`src/rtl/commit_trace_ctrl_if.sv`:
```
// Commit/trace handshake bundle between the WB stage, the commit trace controller and the
// DPI trace/difftest sink. The controller uses the slave view; the environment uses the master view.
interface commit_trace_ctrl_if #(
    parameter int XLEN = 64
);
    logic            cmt_valid;
    logic            cmt_ready;
    logic [XLEN-1:0] cmt_pc;
    logic [31:0]     cmt_inst;
    logic            cmt_wen;
    logic [4:0]      cmt_rd;
    logic [XLEN-1:0] cmt_wdata;
    logic            cmt_skip;
    logic            cmt_ebreak;
    logic [XLEN-1:0] cmt_a0;

    logic            trc_valid;
    logic            trc_ready;
    logic [XLEN-1:0] trc_pc;
    logic [31:0]     trc_inst;
    logic            trc_wen;
    logic [4:0]      trc_rd;
    logic [XLEN-1:0] trc_wdata;
    logic            trc_skip;

    modport master (
        output cmt_valid, cmt_pc, cmt_inst, cmt_wen, cmt_rd, cmt_wdata,
               cmt_skip, cmt_ebreak, cmt_a0, trc_ready,
        input  cmt_ready, trc_valid, trc_pc, trc_inst, trc_wen, trc_rd,
               trc_wdata, trc_skip
    );

    modport slave (
        input  cmt_valid, cmt_pc, cmt_inst, cmt_wen, cmt_rd, cmt_wdata,
               cmt_skip, cmt_ebreak, cmt_a0, trc_ready,
        output cmt_ready, trc_valid, trc_pc, trc_inst, trc_wen, trc_rd,
               trc_wdata, trc_skip
    );
endinterface

```
`src/rtl/commit_trace_ctrl.sv`:
```
// Buffers retired-instruction commits for the trace/difftest sink, detects ebreak end-of-simulation
// (draining the buffer before reporting done) and runs a commit watchdog for hung cores.
module commit_trace_ctrl #(
    parameter int XLEN    = 64,
    parameter int DEPTH   = 4,
    parameter int TIMEOUT = 4096
) (
    input  logic                clock,
    input  logic                reset,
    commit_trace_ctrl_if.slave  bus,
    output logic [63:0]         commit_cnt,
    output logic                done,
    output logic                done_good,
    output logic                timeout
);

    localparam int AW   = $clog2(DEPTH);
    localparam int CW   = AW + 1;
    localparam int WD_W = (TIMEOUT > 0) ? $clog2(TIMEOUT + 1) : 1;

    localparam logic [CW-1:0]   FULL_CNT = CW'(DEPTH);
    localparam logic [CW-1:0]   ONE_CNT  = CW'(1);
    localparam logic [WD_W-1:0] WD_MAX   = WD_W'(TIMEOUT);
    localparam logic [WD_W-1:0] WD_LAST  = WD_W'(TIMEOUT - 1);

    typedef struct packed {
        logic [XLEN-1:0] pc;
        logic [31:0]     inst;
        logic            wen;
        logic [4:0]      rd;
        logic [XLEN-1:0] wdata;
        logic            skip;
    } entry_t;

    typedef enum logic [1:0] {
        RUN   = 2'd0,
        DRAIN = 2'd1,
        DONE  = 2'd2
    } state_t;

    state_t          state;
    state_t          state_nxt;

    entry_t          mem [DEPTH];
    entry_t          wr_entry;
    entry_t          head;

    logic [AW-1:0]   wr_ptr;
    logic [AW-1:0]   rd_ptr;
    logic [CW-1:0]   count;
    logic [WD_W-1:0] wdog;
    logic            good;
    logic            tmo_flag;

    logic            cmt_rdy;
    logic            enq;
    logic            deq;
    logic            wd_fire;

    function automatic logic [WD_W-1:0] wd_sat_inc(input logic [WD_W-1:0] v);
        if (v >= WD_MAX) begin
            return WD_MAX;
        end
        return v + 1'b1;
    endfunction

    assign enq = bus.cmt_valid && cmt_rdy;
    assign deq = bus.trc_valid && bus.trc_ready;

    // A commit arriving in the firing cycle counts as progress, so an ebreak beats the watchdog.
    assign wd_fire = (TIMEOUT != 0) && (state == RUN) && !enq && (wdog == WD_LAST);

    // An rd of x0 never produces an architectural write, whatever the WB stage claims.
    always_comb begin
        wr_entry       = '0;
        wr_entry.pc    = bus.cmt_pc;
        wr_entry.inst  = bus.cmt_inst;
        wr_entry.wen   = bus.cmt_wen && (bus.cmt_rd != 5'd0);
        wr_entry.rd    = bus.cmt_rd;
        wr_entry.wdata = bus.cmt_wdata;
        wr_entry.skip  = bus.cmt_skip;
    end

    always_ff @(posedge clock) begin
        if (enq) begin
            mem[wr_ptr] <= wr_entry;
        end
    end

    // First-word fall-through: the sink sees the head entry directly from storage.
    assign head          = mem[rd_ptr];
    assign bus.trc_valid = (count != '0);
    assign bus.trc_pc    = head.pc;
    assign bus.trc_inst  = head.inst;
    assign bus.trc_wen   = head.wen;
    assign bus.trc_rd    = head.rd;
    assign bus.trc_wdata = head.wdata;
    assign bus.trc_skip  = head.skip;
    assign bus.cmt_ready = cmt_rdy;

    always_ff @(posedge clock) begin
        if (reset) begin
            wr_ptr     <= '0;
            rd_ptr     <= '0;
            count      <= '0;
            commit_cnt <= '0;
            wdog       <= '0;
            good       <= 1'b0;
            tmo_flag   <= 1'b0;
        end else begin
            if (enq) begin
                wr_ptr <= wr_ptr + 1'b1;
            end
            if (deq) begin
                rd_ptr     <= rd_ptr + 1'b1;
                commit_cnt <= commit_cnt + 64'd1;
            end
            case ({enq, deq})
                2'b10:   count <= count + 1'b1;
                2'b01:   count <= count - 1'b1;
                default: count <= count;
            endcase
            if (enq) begin
                wdog <= '0;
            end else if (state == RUN) begin
                wdog <= wd_sat_inc(wdog);
            end
            if ((state == RUN) && enq && bus.cmt_ebreak) begin
                good <= (bus.cmt_a0 == '0);
            end
            if (wd_fire) begin
                tmo_flag <= 1'b1;
            end
        end
    end

    always_ff @(posedge clock) begin
        if (reset) begin
            state <= RUN;
        end else begin
            state <= state_nxt;
        end
    end

    always_comb begin
        state_nxt = state;
        unique case (state)
            RUN: begin
                if (enq && bus.cmt_ebreak) begin
                    state_nxt = DRAIN;
                end else if (wd_fire) begin
                    state_nxt = DONE;
                end
            end
            DRAIN: begin
                if (deq && (count == ONE_CNT)) begin
                    state_nxt = DONE;
                end
            end
            DONE:    state_nxt = DONE;
            default: state_nxt = RUN;
        endcase
    end

    // Residual entries left by a watchdog stop keep draining in DONE; only acceptance stops.
    always_comb begin
        cmt_rdy   = 1'b0;
        done      = 1'b0;
        done_good = 1'b0;
        timeout   = 1'b0;
        unique case (state)
            RUN:   cmt_rdy = (count < FULL_CNT);
            DRAIN: cmt_rdy = 1'b0;
            DONE: begin
                done      = 1'b1;
                done_good = good;
                timeout   = tmo_flag;
            end
            default: cmt_rdy = 1'b0;
        endcase
    end

endmodule
```
`src/flat_wrapper.sv`:
```
// flat-port wrapper written by rule: the top's interface ports become plain ports
module commit_trace_ctrl_flat 
#(
    parameter int XLEN    = 64,
    parameter int DEPTH   = 4,
    parameter int TIMEOUT = 4096
)
  (clock, reset, commit_cnt, done, done_good, timeout, bus_cmt_valid, bus_cmt_pc, bus_cmt_inst, bus_cmt_wen, bus_cmt_rd, bus_cmt_wdata, bus_cmt_skip, bus_cmt_ebreak, bus_cmt_a0, bus_trc_ready, bus_cmt_ready, bus_trc_valid, bus_trc_pc, bus_trc_inst, bus_trc_wen, bus_trc_rd, bus_trc_wdata, bus_trc_skip);
  commit_trace_ctrl_if #(.XLEN(XLEN)) bus_i ();
  input  logic clock;
  input  logic reset;
  output logic [63:0] commit_cnt;
  output logic done;
  output logic done_good;
  output logic timeout;
  input wire logic [$bits(bus_i.cmt_valid)-1:0] bus_cmt_valid;
  input wire logic [$bits(bus_i.cmt_pc)-1:0] bus_cmt_pc;
  input wire logic [$bits(bus_i.cmt_inst)-1:0] bus_cmt_inst;
  input wire logic [$bits(bus_i.cmt_wen)-1:0] bus_cmt_wen;
  input wire logic [$bits(bus_i.cmt_rd)-1:0] bus_cmt_rd;
  input wire logic [$bits(bus_i.cmt_wdata)-1:0] bus_cmt_wdata;
  input wire logic [$bits(bus_i.cmt_skip)-1:0] bus_cmt_skip;
  input wire logic [$bits(bus_i.cmt_ebreak)-1:0] bus_cmt_ebreak;
  input wire logic [$bits(bus_i.cmt_a0)-1:0] bus_cmt_a0;
  input wire logic [$bits(bus_i.trc_ready)-1:0] bus_trc_ready;
  output wire logic [$bits(bus_i.cmt_ready)-1:0] bus_cmt_ready;
  output wire logic [$bits(bus_i.trc_valid)-1:0] bus_trc_valid;
  output wire logic [$bits(bus_i.trc_pc)-1:0] bus_trc_pc;
  output wire logic [$bits(bus_i.trc_inst)-1:0] bus_trc_inst;
  output wire logic [$bits(bus_i.trc_wen)-1:0] bus_trc_wen;
  output wire logic [$bits(bus_i.trc_rd)-1:0] bus_trc_rd;
  output wire logic [$bits(bus_i.trc_wdata)-1:0] bus_trc_wdata;
  output wire logic [$bits(bus_i.trc_skip)-1:0] bus_trc_skip;
  assign bus_i.cmt_valid = bus_cmt_valid;
  assign bus_i.cmt_pc = bus_cmt_pc;
  assign bus_i.cmt_inst = bus_cmt_inst;
  assign bus_i.cmt_wen = bus_cmt_wen;
  assign bus_i.cmt_rd = bus_cmt_rd;
  assign bus_i.cmt_wdata = bus_cmt_wdata;
  assign bus_i.cmt_skip = bus_cmt_skip;
  assign bus_i.cmt_ebreak = bus_cmt_ebreak;
  assign bus_i.cmt_a0 = bus_cmt_a0;
  assign bus_i.trc_ready = bus_trc_ready;
  assign bus_cmt_ready = bus_i.cmt_ready;
  assign bus_trc_valid = bus_i.trc_valid;
  assign bus_trc_pc = bus_i.trc_pc;
  assign bus_trc_inst = bus_i.trc_inst;
  assign bus_trc_wen = bus_i.trc_wen;
  assign bus_trc_rd = bus_i.trc_rd;
  assign bus_trc_wdata = bus_i.trc_wdata;
  assign bus_trc_skip = bus_i.trc_skip;
  commit_trace_ctrl #(.XLEN(XLEN), .DEPTH(DEPTH), .TIMEOUT(TIMEOUT)) u_core (.clock(clock), .reset(reset), .bus(bus_i), .commit_cnt(commit_cnt), .done(done), .done_good(done_good), .timeout(timeout));
endmodule
```
`config.mk`:
```
export PLATFORM = sky130hd
export DESIGN_NAME = commit_trace_ctrl_flat
export DESIGN_NICKNAME = d
export VERILOG_FILES = /design/src/rtl/commit_trace_ctrl_if.sv /design/src/rtl/commit_trace_ctrl.sv /design/src/flat_wrapper.sv
export SDC_FILE = /design/constraint.sdc
export NUM_CORES = 1
export LEC_CHECK = 0
export BUFFER_PORTS_ARGS = -buffer_cell sky130_fd_sc_hd__buf_2
export CORE_ASPECT_RATIO = 0.9
export CORE_UTILIZATION = 25
export CTS_BUF_LIST = sky130_fd_sc_hd__clkbuf_4 sky130_fd_sc_hd__clkbuf_8
export DETAILED_ROUTE_END_ITERATION = 8
export PLACE_DENSITY = 0.51
export SLEW_MARGIN = 15
export SYNTH_ARGS = -nofsm -noshare
export SYNTH_HDL_FRONTEND = slang
export SYNTH_SLANG_ARGS = --single-unit
```
`constraint.sdc`:
```
create_clock -name clock -period 7.1 [get_ports clock]
set_input_delay 1.065 -clock clock [delete_from_list [all_inputs] [get_ports clock]]
set_output_delay 1.065 -clock clock [all_outputs]
set_load 0.05 [all_outputs]
```
==> impl_results.md, run 1 <==
- Inserted Clock Buffers: 131
- WP data arrival: 2.97 ns
- Leak: 0.0117 uW
- Slowest library cell on the worst path: buf_4
- Clk_lat worst skew: 0.80 ns
- Vias per cell: 4.41
- # DRC: 0
- Power density over the cells: 397 nW/um2
- CTS max path bufs: 3
- Number of global-route vias before repair: 16900
- Post-DP HPWL: 42.8 mm
- Fill cells: 11100
- Die Area: 116000 um2
- Final instance area: 35300 um2
- Final Hold Viols: 0
- Crit path capture: bus_trc_pc[55]
- Largest area contributor in the netlist: edfxtp_1
- Syn Inst Count: 1432
- Area after DPL: 32800 um2
- Fmax: 0.248 GHz
- Via count: 15700
- First-pass GRT wire length: 102 mm
- Critical path launch point type: flop
- Multi-input gate area: 6430 um2
- R2R cell count: 5
- # rows: 117
- Resize count post-CTS: 0
- CTS tree: yes
- GP Congestion: 0.856
- First DRT Iteration DRCs: 1075
- Crit-path cells: buf_4 -> mux4_2 -> buf_2
- RSZ-0062 raised after global routing: false
- Post-synth top area share: 0.700
- Worst path max stage delay: 0.80 ns
- Synthesized Nets: 1684
- Post-synth EDFFs: 668
- Pin count of the biggest net entering global routing: 98
- Critical R2R Launch: u_core.state[0]
- Synth cell count leaders: 668 x edfxtp_1, 167 x mux4_2, 90 x dfxtp_1
- WP data required: 6.03 ns
- Grt ovf: 0
- Placeable Area: 113000 um2
- CP max FO: 57
- Routed WL: 69.9 mm
- Initial antenna violation count: 23
- Combined area of all synthesized cells: 28600 um2
- Setup tns final: 0 ns
- Part of the Yosys area used for sequential elements: 0.763
- Ranking of synthesized cells by area: edfxtp_1 70%, mux4_2 13%, dfxtp_1 6.3%
- Avg Inst Size Synth: 20.0 um2
- Hold Slack: 0.474 ns
- Detailed-route wire length per cell: 19.6 um
- RR Endpoint: u_core.mem[3][160]
- Worst Tran Pin Value: 0.949 ns
- Ys async rst share: 0
- Crit end category: primary output
- Final setup skew: 0.0510 ns
- Pins Over Slew Limit: 0
- Setup repair bufs after CTS: 0
- Most frequent cell after synthesis: edfxtp_1
- Gr usage total: 0.119
- Die height: 323 um
- Final period util: 0.568
- Pre-Repair DR Iteration Count: 5
- Type of the most critical hold path: input pin to flop
- ANT nets after route: 0
- # port buffers: 471
- Kind of critical path: flop to primary output
- Status: finished clean
- Flop2flop setup slack: 3.98 ns
- Initial cell density of the core: 0.253
- Min Tclk post-route: 4.03 ns
- Share of layout cells above drive strength 1: 0.421
- Clk root buf: clkbuf_8
- H-tree depth: 4
- Register area: 21900 um2
- Max-Cap Viols: 0
- #FFs+latches synth: 758
- # IOs: 472
- Die Width: 359 um
- CTS Hold Buffers Added: 0
- Slew HR: 0.367
- VDD IR max: 0.000240 V
- Synth cell types: 45
- Post-synth top flop: edfxtp_1
- Synth Warn #: 0
- Endpoints failing setup: 0
- Nets: 2234
- Syn-to-layout area delta: 23.3%
- CTS Sinks: 758
- Clock transition at the registers of the reported paths: 0.08 ns
==> worst max-delay path, delay by kind of cell (launching register included) <==
kind	cells	cell delay, ns
buffers and inverters	2	1.04
flip-flops	1	0.59
multiplexers	1	0.46
==> cell usage in the layout, fill, tap and decap left out, drive strengths merged, types with 2 or more instances in the layout <==
master / n
ha: 16
o21ai: 11
or3: 15
mux4: 167
inv: 25
clkinvlp: 3
clkbuf: 176
mux2i: 2
mux2: 6
nand4: 31
or4: 24
xor2: 16
xnor2: 24
and3: 5
or2: 2
nor2b: 8
o31ai: 21
diode: 5
o41ai: 2
nor4: 33
nand3: 31
nor3: 17
edfxtp: 668
clkinv: 40
bufinv: 2
buf: 484
dfxtp: 90
and4: 4
and2: 12
nand2: 26
a21oi: 41
nor2: 60
==> final cells by class <==
cell class	instances	share of cell area
diodes	5	0.000354
clock buffers	176	0.0617
inverters	21	0.00223
clock inverters	49	0.0100
flip-flops and latches	758	0.619
multi-input cells	586	0.182
well taps	1487	0.0527
repair buffers	484	0.0720
==> per-layer routing <==
layer / part of all wire / GRT usage / vias to the layer above
li1: - / - / 7010
met1: 0.41 / 0.146 / 7920
met2: 0.47 / 0.188 / 609
met3: 0.098 / 0.0498 / 147
met4: 0.021 / 0.0413 / 32
met5: 0.0031 / 0 / -
==> per-stage QoR <==
| step | cells | setup slack [ns] | power (uW) | util |
|---|---|---|---|---|
| after floorplan | 1432 | 1.04 | 9200 | - |
| after global placement | 3336 | 3.74 | 10300 | 0.289 |
| after detailed placement | 3336 | 3.68 | 10400 | 0.289 |
| after CTS | 3561 | 2.89 | 14300 | 0.312 |
| after global routing | 3561 | 2.87 | 14700 | 0.312 |
| final | 3566 | 3.07 | 14000 | 0.312 |
==> worst min-delay path by stage <==
stage	startpoint	endpoint	depth (start not counted)
2_1_floorplan	u_core.good	u_core.good	2
3_3_place_gp	u_core.commit_cnt[63]	u_core.commit_cnt[63]	2
3_5_place_dp	u_core.tmo_flag	u_core.tmo_flag	2
4_1_cts	bus_cmt_wdata[42]	u_core.mem[1][43]	1
5_1_grt	bus_cmt_pc[0]	u_core.mem[2][103]	1
6_report	bus_cmt_wdata[42]	u_core.mem[1][43]	1
==> flip-flops by register name (all words and copies together), names as in the netlist, named ones only <==
register / flops
u_core.tmo_flag: 1
u_core.wr_ptr: 2
u_core.mem: 668
u_core.wdog: 13
u_core.count: 3
u_core.rd_ptr: 2
u_core.state: 2
u_core.commit_cnt: 64
u_core.good: 1
==> power breakdown <==
group | switching, uW | total [uW] | internal (uW)
Clock | 1760 | 3840 | 2080
Sequential | 146 | 5720 | 5570
Combinational | 3220 | 4450 | 1230
==> cells by family (layout without fill, tap and decap cells) <==
kind of cell	count (synthesis)	count (layout)	synth area share
multiplexers	175	175	0.134
flip-flops	758	758	0.763
other	0	5	0
XOR/XNOR	40	40	0.0122
adder cells (fa/ha/maj)	16	16	0.00699
buffers and inverters	88	730	0.0126
AND/OR/NAND/NOR	274	274	0.0535
AO/OA/AOI/OAI	81	81	0.0170
No activity file was read; power rests on OpenSTA's default activity.
==> run 2, diff against run 1 <==
--- a/config.mk
+++ b/config.mk
@@ -10,7 +10,7 @@
 export CORE_UTILIZATION = 25
 export CTS_BUF_LIST = sky130_fd_sc_hd__clkbuf_4 sky130_fd_sc_hd__clkbuf_8
 export DETAILED_ROUTE_END_ITERATION = 8
-export PLACE_DENSITY = 0.51
+export PLACE_DENSITY = 0.52
 export SLEW_MARGIN = 15
 export SYNTH_ARGS = -nofsm -noshare
 export SYNTH_HDL_FRONTEND = slang
==> constraint.sdc (replaced) <==
create_clock -name clock -period 3.4 [get_ports clock]
set_input_delay 0.51 -clock clock [delete_from_list [all_inputs] [get_ports clock]]
set_output_delay 0.51 -clock clock [all_outputs]
set_load 0.05 [all_outputs]
==> run 2 against run 1 <==
Non-clock buffer count rose by 201. Combinational power rose by 120%. Highest routed layer unchanged. Clock skew fell by 0.0032 ns. Final cell count rose by 5.5%. Setup slack got worse by 2.8 ns. Clock-buffer cell count fell by 12. Clock power rose by 100%. Hold slack got worse by 0.24 ns. Total power rose by 110%. Sequential power rose by 110%.
==> impl_results.md, run 2 (synthesis gave the netlist of run 1 again) <==
- Status: finished clean (unchanged)
- Final period util: 0.922
- Multi-input gate area: 6430 um2 (unchanged)
- Die Area: 116000 um2 (unchanged)
- Pre-Repair DR Iteration Count: 5 (unchanged)
- Crit end category: primary output (unchanged)
- Initial antenna violation count: 7 (was 23)
- Inserted Clock Buffers: 120 (was 131)
- CTS tree: yes (unchanged)
- Worst Tran Pin Value: 0.888 ns (was 0.949 ns)
- First DRT Iteration DRCs: 981 (was 1075)
- Share of layout cells above drive strength 1: 0.392 (was 0.421)
- Fill cells: 11000 (was 11100)
- RSZ-0062 raised after global routing: false (unchanged)
- Grt ovf: 0 (unchanged)
- Worst path max stage delay: 0.55 ns (was 0.80 ns)
- CTS max path bufs: 3 (unchanged)
- Final setup skew: 0.0478 ns (was 0.0510 ns)
- Clk_lat worst skew: 0.83 ns (was 0.80 ns)
- GP Congestion: 0.815 (was 0.856)
- Slowest library cell on the worst path: dfxtp_4 (was buf_4)
- Power density over the cells: 788 nW/um2 (was 397 nW/um2)
- Fmax: 0.319 GHz
- Die height: 323 um (unchanged)
- Leak: 0.0126 uW (was 0.0117 uW)
- Commonest non-fill, non-tap cells in the layout: 668 x edfxtp_1, 471 x buf_2, 168 x dlygate4sd3_1, 167 x mux4_2, 124 x clkbuf_8 (was 668 x edfxtp_1, 471 x buf_2, 167 x mux4_2, 137 x clkbuf_8, 88 x dfxtp_1)
- Clk root buf: clkbuf_8 (unchanged)
- Pin count of the biggest net entering global routing: 75 (was 98)
- Largest register FFs: 668 (unchanged)
- Initial cell density of the core: 0.253 (unchanged)
- Pins Over Slew Limit: 0 (unchanged)
- # port buffers: 471 (unchanged)
- CP max FO: 31 (was 57)
- Via count: 16300 (was 15700)
- Kind of critical path: flop to primary output (unchanged)
- Critical path launch point type: flop (unchanged)
- Gr usage total: 0.120 (was 0.119)
- Min Tclk post-route: 3.13 ns
- Clock transition at the registers of the reported paths: 0.06 ns (was 0.08 ns)
- # IOs: 472 (unchanged)
- Biggest register: u_core.mem (unchanged)
- Number of global-route vias before repair: 17400 (was 16900)
- First-pass GRT wire length: 105 mm (was 102 mm)
- Core Util, Final: 0.329 (was 0.312)
- Placeable Area: 113000 um2 (unchanged)
- Die Width: 359 um (unchanged)
- Biggest regs: u_core.mem: 668 flops, u_core.commit_cnt: 64 flops, u_core.wdog: 13 flops (unchanged)
- # rows: 117 (unchanged)
- Nets: 2424 (was 2234)
- Vias per cell: 4.35 (was 4.41)
- Type of the most critical hold path: input pin to flop (unchanged)
- Final Hold Viols: 0 (unchanged)
- CTS Sinks: 758 (unchanged)
- ANT nets after route: 0 (unchanged)
- WP data required: 2.89 ns (was 6.03 ns)
- Detailed-route wire length per cell: 18.9 um (was 19.6 um)
- Crit-path cells: buf_12 -> buf_4 -> mux4_2 -> buf_2 (was buf_4 -> mux4_2 -> buf_2)
- H-tree depth: 3 (was 4)
- # DRC: 0 (unchanged)
- Endpoints failing setup: 0 (unchanged)
- Slew HR: 0.403 (was 0.367)
- Max-Cap Viols: 0 (unchanged)
- Syn-to-layout area delta: 30.1% (was 23.3%)
- Most common library cell in the layout ignoring fill and taps: edfxtp_1 (unchanged)
- WP data arrival: 2.62 ns (was 2.97 ns)
- Post-DP HPWL: 45.8 mm (was 42.8 mm)
- VDD IR max: 0.000538 V (was 0.000240 V)
- Register area: 21900 um2 (unchanged)
- Hold Slack: 0.231 ns (was 0.474 ns)
- Routed WL: 71.1 mm (was 69.9 mm)
-- run 2: cell count changes in the layout (fill, tap and decap cells not counted), sizes merged --
| cell | previous run | this run |
|---|---|---|
| diode | 5 | 3 |
| buf | 484 | 517 |
| clkbuf | 176 | 164 |
| dlygate4sd3 | 0 | 168 |
| clkinvlp | 3 | 1 |
| clkinv | 40 | 49 |
| bufinv | 2 | 3 |
-- run 2: final timing paths --
check	cells after the start	end	slack [ns]	from
min reg2reg	2	u_core.good	0.45	u_core.good
max	4	bus_trc_rd[3]	0.27	flop
max reg2reg	5	u_core.commit_cnt[44]	0.67	u_core.commit_cnt[11]
min	2	u_core.mem[3][70]	0.23	bus_cmt_wen
-- run 2: per-stage QoR --
step                      std cells  TNS (ns)  worst slack (ns)  cell area, um2  power [uW]
after floorplan                1432   -199.46            -0.299           28600       19100
after global placement         3365         0             0.739           33100       21700
after detailed placement       3365         0             0.705           33100       21900
after CTS                      3758         0            0.0839           37300       29900
after global routing           3760         0            0.0810           37300       30700
final                          3761         0             0.266           37300       29400
-- run 2: final cells by class --
| type | count | share of cell area |
|---|---|---|
| diodes | 3 | 0.000201 |
| inverters | 21 | 0.00211 |
| repair buffers | 685 | 0.125 |
| flip-flops and latches | 758 | 0.587 |
| clock inverters | 57 | 0.0102 |
| clock buffers | 164 | 0.0538 |
| well taps | 1487 | 0.0499 |
| multi-input cells | 586 | 0.172 |
-- run 2: metal layers --
layer  track usage  part of all wire
met2         0.192              0.47
met3        0.0411             0.080
met4        0.0401             0.019
met5             0           0.00076
met1         0.152              0.43
-- run 2: critical path, delay by kind of cell (launching register included) --
family,cells,cell delay (ns)
DFF,1,0.55
muxes,1,0.39
buffers and inverters,3,0.82
-- run 2: what timing repair did --
item | 4_1_cts | 5_1_grt
buffers inserted | 4 | 0
hold buffers | 168 | 0
endpoints found under the hold margin | 666 | 0
endpoints found under the setup margin | 23 | 0
resized for setup | 1 | 0
-- run 2: where the power goes --
group	internal, uW	total (uW)	switching [uW]
Clock	4070	7690	3610
Combinational	2930	9730	6800
Sequential	11600	11900	319
Total	18600	29400	10700
==> run 3, diff against run 2 <==
--- a/config.mk
+++ b/config.mk
@@ -10,7 +10,8 @@
 export CORE_UTILIZATION = 25
 export CTS_BUF_LIST = sky130_fd_sc_hd__clkbuf_4 sky130_fd_sc_hd__clkbuf_8
 export DETAILED_ROUTE_END_ITERATION = 8
-export PLACE_DENSITY = 0.52
+export PLACE_DENSITY = 0.51
+export RECOVER_POWER = 100
 export SLEW_MARGIN = 15
 export SYNTH_ARGS = -nofsm -noshare
 export SYNTH_HDL_FRONTEND = slang
==> constraint.sdc (replaced) <==
create_clock -name clock -period 3.9 [get_ports clock]
set_input_delay 0.585 -clock clock [delete_from_list [all_inputs] [get_ports clock]]
set_output_delay 0.585 -clock clock [all_outputs]
set_load 0.05 [all_outputs]
==> run 3 against run 2 <==
Clock power is 2% lower. Routed wire length is 4.8% higher. Combinational power is 15% lower. Critical path type unchanged.
==> impl_results.md, run 3 (synthesis gave the netlist of run 1 again) <==
- CTS tree: yes (unchanged)
- Sequential share of power: 0.398 (was 0.407)
- # DRC: 0 (unchanged)
- Total power draw: 26300 uW (was 29400 uW)
- H-tree depth: 4 (was 3)
- Power density over the cells: 708 nW/um2 (was 788 nW/um2)
- # port buffers: 471 (unchanged)
- CTS Sinks: 758 (unchanged)
- Net Sw Frac: 0.369 (was 0.366)
- Initial cell density of the core: 0.253 (unchanged)
- Final period util: 0.905
- Initial antenna violation count: 15 (was 7)
- Vias per cell: 4.39 (was 4.35)
- Critical path launch point type: flop (unchanged)
- Clk network pwr share: 0.286 (was 0.262)
- Clk_lat worst skew: 0.85 ns (was 0.83 ns)
- Grt ovf: 0 (unchanged)
- Pre-Repair DR Iteration Count: 5 (unchanged)
- CTS max path bufs: 3 (unchanged)
- Die Width: 359 um (unchanged)
- Commonest non-fill, non-tap cells in the layout: 668 x edfxtp_1, 292 x clkbuf_1, 168 x dlygate4sd3_1, 167 x mux4_2, 141 x clkbuf_8 (was 668 x edfxtp_1, 471 x buf_2, 168 x dlygate4sd3_1, 167 x mux4_2, 124 x clkbuf_8)
- Most common library cell in the layout ignoring fill and taps: edfxtp_1 (unchanged)
- # IOs: 472 (unchanged)
- M3 GR Usage: 0.0518 (was 0.0411)
- VDD IR max: 0.000473 V (was 0.000538 V)
- Die height: 323 um (unchanged)
- Gr usage total: 0.129 (was 0.120)
- Syn-to-layout area delta: 29.6% (was 30.1%)
- Combinational power share: 0.316 (was 0.331)
- Via count: 16600 (was 16300)
- Inserted Clock Buffers: 136 (was 120)
- R2R cell count: 6 (was 5)
- ANT nets after route: 0 (unchanged)
- Routed WL: 74.5 mm (was 71.1 mm)
- Kind of critical path: flop to primary output (unchanged)
- Core Util, Final: 0.327 (was 0.329)
- Pre-CTS setup slack: 1.06 ns (was 0.705 ns)
- First DRT Iteration DRCs: 1170 (was 981)
- GP Congestion: 0.842 (was 0.815)
- Clk root buf: clkbuf_8 (unchanged)
- Clock transition at the registers of the reported paths: 0.06 ns (about the same)
- Final instance area: 37100 um2 (was 37300 um2)
- WP data required: 3.31 ns (was 2.89 ns)
- First-pass GRT wire length: 111 mm (was 105 mm)
- Share of layout cells above drive strength 1: 0.267 (was 0.392)
- Die Area: 116000 um2 (unchanged)
- Crit end category: primary output (unchanged)
- CP max FO: 24 (was 31)
- Fmax: 0.283 GHz
- Setup WS post-layout: 0.369 ns (was 0.266 ns)
- Nets: 2439 (was 2424)
- Setup tns final: 0 ns (unchanged)
- WP data arrival: 2.95 ns (was 2.62 ns)
- Met1 usage: 0.162 (was 0.152)
- Largest register FFs: 668 (unchanged)
- Biggest regs: u_core.mem: 668 flops, u_core.commit_cnt: 64 flops, u_core.wdog: 13 flops (unchanged)
- Setup repair bufs after CTS: 0 (was 4)
- Max-Cap Viols: 0 (unchanged)
- Busiest grt layer: met2 (unchanged)
- Hold Path Cell Cnt: 3 (was 2)
- GR Layer Usage met2: 0.200 (was 0.192)
- Final Hold Viols: 0 (unchanged)
- Min Tclk post-route: 3.53 ns
- Final setup skew: 0.0504 ns (was 0.0478 ns)
- # rows: 117 (unchanged)
- Pins Over Slew Limit: 0 (unchanged)
- Type of the most critical hold path: input pin to flop (unchanged)
- Detailed-route wire length per cell: 19.7 um (was 18.9 um)
- Leak: 0.0118 uW (was 0.0126 uW)
- RSZ-0062 raised after global routing: false (unchanged)
- Post-DP HPWL: 47.6 mm (was 45.8 mm)
- Worst Tran Pin Value: 1.47 ns (was 0.888 ns)
- Area after DPL: 33200 um2 (was 33100 um2)
- Endpoints failing setup: 0 (unchanged)
- Slew HR: 0.0202 (was 0.403)
- Placeable Area: 113000 um2 (unchanged)
- Status: finished clean (unchanged)
- Total internal power: 16600 uW (was 18600 uW)
- Psw: 9690 uW (was 10700 uW)
- Pin count of the biggest net entering global routing: 77 (was 75)
- Biggest register: u_core.mem (unchanged)
- Number of global-route vias before repair: 18100 (was 17400)
==> run 3: layout make-up <==
cell class,count,area [um2]
fillers,11200,76200
flip-flops and latches,758,21900
multi-input cells,586,6390
repair buffers,684,4170
clock buffers,176,2200
well taps,1487,1860
clock inverters,64,508
inverters,21,78.8
diodes,7,17.5
==> run 3: power groups by stage <==
| stage | combinational [uW] | sequential (uW) | clock, uW |
|---|---|---|---|
| global route | 8800 | 10600 | 8170 |
| global placement | 8420 | 10600 | 0 |
| finish | 8300 | 10500 | 7520 |
| CTS | 8650 | 10500 | 7880 |
| floorplan | 6060 | 10600 | 0 |
| detailed placement | 8480 | 10700 | 0 |
==> run 3: stage by stage <==
stage	hold WS, ns	std cells
after floorplan	0.427	1432
after global placement	0.450	3368
after detailed placement	0.449	3368
after CTS	0.0319	3776
after global routing	0.121	3782
final	0.200	3783
==> run 3: path summary, 6_finish.rpt <==
check	start	end	slack (ns)
max	flop	bus_trc_pc[7]	0.37
min reg2reg	u_core.good	u_core.good	0.46
min	bus_cmt_valid	u_core.state[0]	0.20
max reg2reg	u_core.state[0]	u_core.mem[2][86]	0.39
==> run 3: repair_timing <==
item	4_1_cts	5_1_grt
resized for setup	0	0
endpoints found under the hold margin	669	0
hold buffers	168	0
==> run 3: layer usage <==
metal / part of all wire / wire [um]
met2: 0.46 / 34600
met3: 0.089 / 6610
met4: 0.024 / 1790
met1: 0.42 / 31500
met5: 0.0010 / 76
==> run 3: critical path, cell delays in order (launching register included) <==
cell and delay [ns]:
dfxtp_4 0.79, clkbuf_4 0.48, mux4_2 0.56, clkbuf_2 0.25
